==> config.mk <==
export PLATFORM = sky130hd
export DESIGN_NAME = des_round_sequencer
export DESIGN_NICKNAME = d
export VERILOG_FILES = /design/src/rtl/des_pkg.sv /design/src/rtl/des_round_sequencer.sv
export SDC_FILE = /design/constraint.sdc
export NUM_CORES = 1
export LEC_CHECK = 0
export CORE_MARGIN = 1
export CORE_UTILIZATION = 44
export CTS_CLUSTER_DIAMETER = 150
export DETAILED_ROUTE_END_ITERATION = 10
export GPL_TIMING_DRIVEN = 0
export HOLD_SLACK_MARGIN = 0.02
export PLACE_DENSITY = 0.75
export SLEW_MARGIN = 25
export SYNTH_ARGS = -nofsm -noshare
export SYNTH_HDL_FRONTEND = slang
export SYNTH_SLANG_ARGS = --single-unit
==> constraint.sdc <==
create_clock -name clk -period 1.6 [get_ports clk]
set_input_delay 0.32 -clock clk [delete_from_list [all_inputs] [get_ports clk]]
set_output_delay 0.32 -clock clk [all_outputs]
set_load 0.05 [all_outputs]
==> src/rtl/des_pkg.sv <==
// ---------------------------------------------------------------------------
// des_pkg
// Shared definitions for the DES / Triple-DES control path.
//
// Contents:
//   state_t     - sequencer state encoding (IDLE / RUN / DONE)
//   DES_ROUNDS  - last round_count value in one DES pass
//   TDES_PASSES - number of DES passes in one Triple-DES block
//   ROUND_W     - width of the round counter
//   KEY_W       - width of the pass (key) counter
// ---------------------------------------------------------------------------
package des_pkg;

  localparam int DES_ROUNDS  = 16;
  localparam int TDES_PASSES = 3;
  localparam int ROUND_W     = 5;
  localparam int KEY_W       = 2;

  typedef enum logic [1:0] {
    IDLE = 2'd0,
    RUN  = 2'd1,
    DONE = 2'd2
  } state_t;

endpackage

==> src/rtl/des_round_sequencer.sv <==
// ---------------------------------------------------------------------------
// des_round_sequencer
// Control sequencer for a single- or triple-pass DES engine. A start request
// taken in IDLE loads the block, steps the round counter through 0..ROUNDS
// once per pass, steps the pass counter once per pass, and finishes with a
// single DONE cycle carrying the result-valid pulse.
//
// Parameters:
//   PASSES - DES passes per block (1 or 3)
//   ROUNDS - last round_count value of a pass (a pass lasts ROUNDS+1 cycles)
//
// Ports:
//   clk          in   clock, rising-edge active
//   n_rst        in   asynchronous active-low reset
//   start        in   begin one block (only looked at in IDLE)
//   decrypt      in   block mode, 0 = EDE encrypt, 1 = DED decrypt
//   hold         in   stall request while running (DES_SEQ_HOLD_EN only)
//   round_count  out  current round index
//   key_count    out  current pass index
//   cnt_rollover out  last round of a pass
//   key_rollover out  last round of the last pass
//   reverse      out  reversed key schedule select
//   load_block   out  capture the input block (same cycle as accepted start)
//   busy         out  sequencer is in RUN or DONE
//   done         out  one-cycle result-valid pulse
//
// Build option:
//   DES_SEQ_HOLD_EN - adds the hold input that freezes the sequencer in RUN.
// ---------------------------------------------------------------------------
module des_round_sequencer
  import des_pkg::*;
#(
  parameter int PASSES = TDES_PASSES,
  parameter int ROUNDS = DES_ROUNDS
) (
  input  logic               clk,
  input  logic               n_rst,
  input  logic               start,
  input  logic               decrypt,
`ifdef DES_SEQ_HOLD_EN
  input  logic               hold,
`endif
  output logic [ROUND_W-1:0] round_count,
  output logic [KEY_W-1:0]   key_count,
  output logic               cnt_rollover,
  output logic               key_rollover,
  output logic               reverse,
  output logic               load_block,
  output logic               busy,
  output logic               done
);

  localparam logic [ROUND_W-1:0] LAST_ROUND = ROUND_W'(ROUNDS);
  localparam logic [KEY_W-1:0]   LAST_KEY   = KEY_W'(PASSES - 1);
  localparam logic [KEY_W-1:0]   MIDDLE_KEY = KEY_W'(1);

  state_t               r_state;
  logic [ROUND_W-1:0]   r_round;
  logic [KEY_W-1:0]     r_key;
  logic                 r_mode;
  logic                 r_busy;
  logic                 r_done;

  logic                 w_hold;
  logic                 w_cnt_roll;
  logic                 w_last_pass;

  // The stall only has meaning while rounds are being stepped; in IDLE and
  // DONE it is masked so a stuck hold can never block start-up or completion.
`ifdef DES_SEQ_HOLD_EN
  assign w_hold = hold && (r_state == RUN);
`else
  assign w_hold = 1'b0;
`endif

  // End-of-pass and end-of-block are decoded straight from the registers so
  // the key generator sees them in the same cycle as the final round index.
  assign w_last_pass  = (r_key == LAST_KEY);
  assign w_cnt_roll   = (r_state == RUN) && (r_round == LAST_ROUND) && !w_hold;
  assign cnt_rollover = w_cnt_roll;
  assign key_rollover = w_cnt_roll && w_last_pass;

  // load_block fires in the cycle the start is accepted, so it cannot be a
  // register; it is qualified by n_rst so reset silences it even with start
  // held high.
  assign load_block = n_rst && (r_state == IDLE) && start && !w_hold;

  // The middle pass of a triple-DES block runs the opposite key direction.
  // In IDLE the live decrypt input is passed through so the key generator
  // is already pointed the right way when round 0 begins.
  assign reverse = (r_state == IDLE) ? decrypt
                                     : ((r_key == MIDDLE_KEY) ^ r_mode);

  assign round_count = r_round;
  assign key_count   = r_key;
  assign busy        = r_busy;
  assign done        = r_done;

  // Main sequencer. Round and pass counters live here alongside the state so
  // that every counter update is tied to the transition that causes it; busy
  // and done are registered copies of the state that the FSM is entering.
  always_ff @(posedge clk or negedge n_rst) begin
    if (!n_rst) begin
      r_state <= IDLE;
      r_round <= '0;
      r_key   <= '0;
      r_mode  <= 1'b0;
      r_busy  <= 1'b0;
      r_done  <= 1'b0;
    end else begin
      case (r_state)
        IDLE: begin
          r_round <= '0;
          r_key   <= '0;
          r_done  <= 1'b0;
          if (start) begin
            r_state <= RUN;
            r_mode  <= decrypt;
            r_busy  <= 1'b1;
          end
        end

        RUN: begin
          if (!w_hold) begin
            if (w_cnt_roll) begin
              r_round <= '0;
              if (w_last_pass) begin
                r_key   <= '0;
                r_state <= DONE;
                r_done  <= 1'b1;
              end else begin
                r_key <= r_key + KEY_W'(1);
              end
            end else begin
              r_round <= r_round + ROUND_W'(1);
            end
          end
        end

        DONE: begin
          r_state <= IDLE;
          r_round <= '0;
          r_key   <= '0;
          r_busy  <= 1'b0;
          r_done  <= 1'b0;
        end

        default: begin
          r_state <= IDLE;
          r_round <= '0;
          r_key   <= '0;
          r_busy  <= 1'b0;
          r_done  <= 1'b0;
        end
      endcase
    end
  end

endmodule

# Word level (Yosys, flattened, before mapping)
# Index checks and enable logic that the tools add are counted.
[op_classes]
n_mux = 15
bitwise = 2
n_eq_ne = 7
reduce_logical = 9
add_sub_neg = 2
[ops]
columns = ["op", "n"]
rows = [
  ["2-bit 2-to-1 mux", 6],
  ["5-bit 2-to-1 mux", 2],
  ["2-bit inequality test (second input constant)", 3],
  ["2-bit AND reduction", 3],
  ["5-bit by 1-bit adder with 5-bit output (second input constant)", 1],
  ["5-bit == test (second input constant)", 1],
  ["1-bit 2-to-1 mux", 5],
  ["2-bit by 1-bit == test with 1-bit output (second input constant)", 2],
  ["1-bit logical AND", 4],
  ["2-bit one-hot mux with 2 select lines", 1],
  ["3-bit AND reduction", 1],
  ["2-bit by 1-bit adder with 2-bit output (second input constant)", 1],
  ["2-bit == test (second input constant)", 1],
  ["2-bit logical NOT", 1],
  ["1-bit one-hot mux with 2 select lines", 1],
  ["1-bit NOT", 1],
  ["1-bit XOR", 1],
]
[totals]
word_cells = 41
input_bits = 4
register_bits = 12
out_inout_bits = 13

# Depth between registers and ports, before layout
[depth]
word_depth = 4
depth_mapped = 5
depth_no_buf = 5

# Least setup slack after synthesis
# No wires, ideal clock.
[synth_timing]
kind = "flip-flop to output port"
start = "register r_key[0], in the netlist key_count[0]"
end = "output reverse"
arrival_time_ns = 2.069
setup_slack_ns = -0.789
path_stages_with_launch = 4
n_path_buf = 0
path_cell_list = "dfrtp_1 -> nor2b_1 -> xnor2_1 -> o21ai_0"
[synth_between]
elab_chain_cells = 3
[synth_lines]
columns = ["item", "line_no", "text"]
rows = [
  ["start, declared", "des_round_sequencer.sv:59", "logic [KEY_W-1:0] r_key;"],
  ["start signal, assigned", "des_round_sequencer.sv:132", "r_key <= r_key + KEY_W'(1);"],
  ["2-bit by 1-bit == test with 1-bit output", "des_round_sequencer.sv:92", ": ((r_key == MIDDLE_KEY) ^ r_mode);"],
  ["1-bit XOR", "des_round_sequencer.sv:92", ""],
  ["1-bit 2-to-1 mux", "des_round_sequencer.sv:91", "assign reverse = (r_state == IDLE) ? decrypt"],
  ["end, declared", "des_round_sequencer.sv:47", "output logic reverse,"],
]
# No other way between the ends.

# Final worst setup path
[layout_timing]
start = "register r_round[1], in the netlist round_count[1]"
end = "output key_rollover"
[layout_between]
elab_chain_cells = 3
[layout_lines]
columns = ["item", "line_no", "text"]
rows = [
  ["start, declared", "des_round_sequencer.sv:58", "logic [ROUND_W-1:0] r_round;"],
  ["start signal, assigned", "des_round_sequencer.sv:135", "r_round <= r_round + ROUND_W'(1);"],
  ["5-bit == test", "des_round_sequencer.sv:79", "assign w_cnt_roll = (r_state == RUN) && (r_round == LAST_ROUND) && !w_hold;"],
  ["1-bit logical AND", "des_round_sequencer.sv:79", ""],
  ["1-bit logical AND", "des_round_sequencer.sv:81", "assign key_rollover = w_cnt_roll && w_last_pass;"],
  ["end, declared", "des_round_sequencer.sv:46", "output logic key_rollover,"],
]
# No other way between the ends.

==> impl_metrics.yaml <==
status:
  status: "finished, violations left"
  violations: "negative setup slack"
final_layout:
  final_cell_area_um2: 913.4
  drive_gt1_share_pct: 47.56
  final_cell_mix: "nor2_1 (6), dfrtp_1 (6), dfrtp_2 (6), dlygate4sd2_1 (6), buf_4 (5)"
  area_growth_pct: 55.65
  fin_cells: 96
  fillers: 86
  fin_nets: 89
  antenna_cells: 0
critical_path:
  path_max_fanout: 4
  crit_type: "flop to output pin"
  cp-start-kind: "flop"
  crit_required_ns: 1.28
  crit_arrival_ns: 1.60
  end_kind: "output pin"
placement:
  gp_congestion: 0.6988
  io_buffers: 16
  placed_cells: 85
  place_area_um2: 798.3
  dp_hpwl_um: 766.2
sta:
  relSlewSlack_pct: 66.75
  worst_pin_slew_ns: 0.5007
  setup_viol: 3
  whs_ns: 0.02347
  fmax_mhz: 519.5
  fin_ws_ns: -0.3249
  drv_slew: 0
  fin_crit_sh_pct: 120.3
  hold_viol_final: 0
  tns_ns: -0.4760
  rsz0062_at_grt: "yes"
  min_period_ns: 1.925
  fin_worst_skew_ns: 0.008879
floorplanning:
  die_h_um: 38.52
  fp.dieArea_mm2: 0.001484
  die_x_um: 38.52
  ios: 17
  initial_core_util_pct: 50.11
  rows: 12
  core_mm2: 0.001171
routing:
  drtIter0Drc: 5
  first_pass_iters: 3
  vias: 479
  post_drt_via_cell_ratio: 4.990
  wl_per_cell_um: 12.16
  ant_nets: 0
  drt-total-wl_um: 1167
  drc: 0
yosys:
  synth_enable_flop_cells: 0
  synth.distinct_cells: 23
  yosysWarnings: 0
  syn_inst: 55
  ys_async_sr_fraction_pct: 100.0
  ys_seq_area_share_pct: 51.17
  ys.flop_type: "dfrtp_1"
  synth_area_leaders: "dfrtp_1 (51%), nor2_1 (5.1%), nand4bb_4 (4.7%)"
  syn_area_um2: 586.8
  synth_seq_cells: 12
  synth_top_area_share_pct: 51.17
  synth_area_leader_cell: "dfrtp_1"
  syn_avg_cell_area_um2: 10.67
  synth_nets: 61
clocking:
  cts_tree: "built"
  numCtsBuffers: 3
  clk_pin_slew_worst_paths_ns: 0.07
  cts-hold-fix-buffers: 0
  insertion_delay_ns: 0.27
  cts-root-buf: "clkbuf_4"
  htree_num_levels: 1
  clock-sinks: 12
  clockBufferDepth: 2
pwr:
  peakVddDrop_v: 0.001198
  power_density_mw_per_mm2: 1872
  p_leak_nw: 0.4425
global_routing:
  grt_start_max_net_pins: 14
  antenna_found_initial: 0
  gr-total-overflow: 0
  grt_pass1_vias: 436
  grt_use_total_pct: 19.70
  grt_pass1_wl_um: 1890
worst_hold_path:
  min_path_type: "input port to asynchronous set/reset pin"
run:
  max_cap_violations: 0
metrics by stage:
step           util, %  total power, mW  worst slack, ns
6_report         77.99            1.710          -0.3249
5_1_grt          77.99            1.810          -0.4215
2_1_floorplan        -            1.188          -0.1432
4_1_cts          75.21            1.648          -0.3672
3_3_place_gp     68.16            1.454          -0.9387
3_5_place_dp     68.16            1.467          -0.9318
routing by layer:
layer / track usage [%] / share of wire, %
met5: 0 / 0
met4: 7.759 / 1.2
met3: 8.721 / 5.0
met2: 29.17 / 47
met1: 25.00 / 46
report_power, final:
group | internal [mW] | total [mW] | switching [mW]
clock | 0.0963 | 0.185 | 0.0883
sequential | 0.410 | 0.528 | 0.118
combinational | 0.392 | 0.997 | 0.606
state kept, by name, indices dropped and copies added, names as in the netlist:
| signal | cells |
|---|---|
| busy | 1 |
| r_mode | 1 |
| round_count | 5 |
| done | 1 |
| r_state | 2 |
| key_count | 2 |
cell families (layout without fill, tap and decap cells):
kind of cell,Yosys count,count (layout),synth area share [%]
fa+ha+maj,2,2,4.264
compound gates,7,7,6.823
buf+inv,3,30,1.919
xor+xnor,3,3,4.478
simple gates,26,26,27.72
mux,2,2,3.625
flops,12,12,51.17
worst max-delay path, cell delays in order, from the launching register on:
cell and delay, ns:
dfrtp_2 0.40, inv_2 0.07, ha_4 0.15, nand4bb_4 0.14, nor3b_4 0.27, and2_4 0.19
buf_8 0.14
repair_timing:
action,4_1_cts,5_1_grt
pin swaps,2,4
endpoints found under the hold margin,0,0
buffers inserted,6,2
resized for setup,44,15
endpoints found under the setup margin,13,8
worst paths after layout:
check	startpoint	endpoint	slack (ns)	depth (start not counted)
worst max-delay path	round_count[1]	key_rollover	-0.32	6
worst max register to register	round_count[1]	key_count[0]	0.06	7
max in group asynchronous	n_rst	round_count[1]	1.31	1
worst min-delay path	n_rst	round_count[4]	0.02	1
worst min register to register	done	done	0.50	1
min in group clk	done	done	0.50	1
cell usage after synthesis, types with 2 or more instances:
cell / count
nand2b_1: 2
xnor2_1: 2
inv_1: 3
nand2_1: 4
nor2b_1: 2
and2_1: 3
ha_1: 2
dfrtp_1: 12
a21oi_1: 4
nor2_1: 8
final cells by class:
type / instances / area (um^2) / share of cell area, %
timing repair buffer: 23 / 211.5 / 23.15
tap: 14 / 17.52 / 1.918
multi-input combinational: 40 / 339.1 / 37.12
inverter: 3 / 11.26 / 1.233
sequential: 12 / 307.8 / 33.70
clock buffer: 4 / 26.28 / 2.877
No activity file was read; power rests on OpenSTA's default activity.
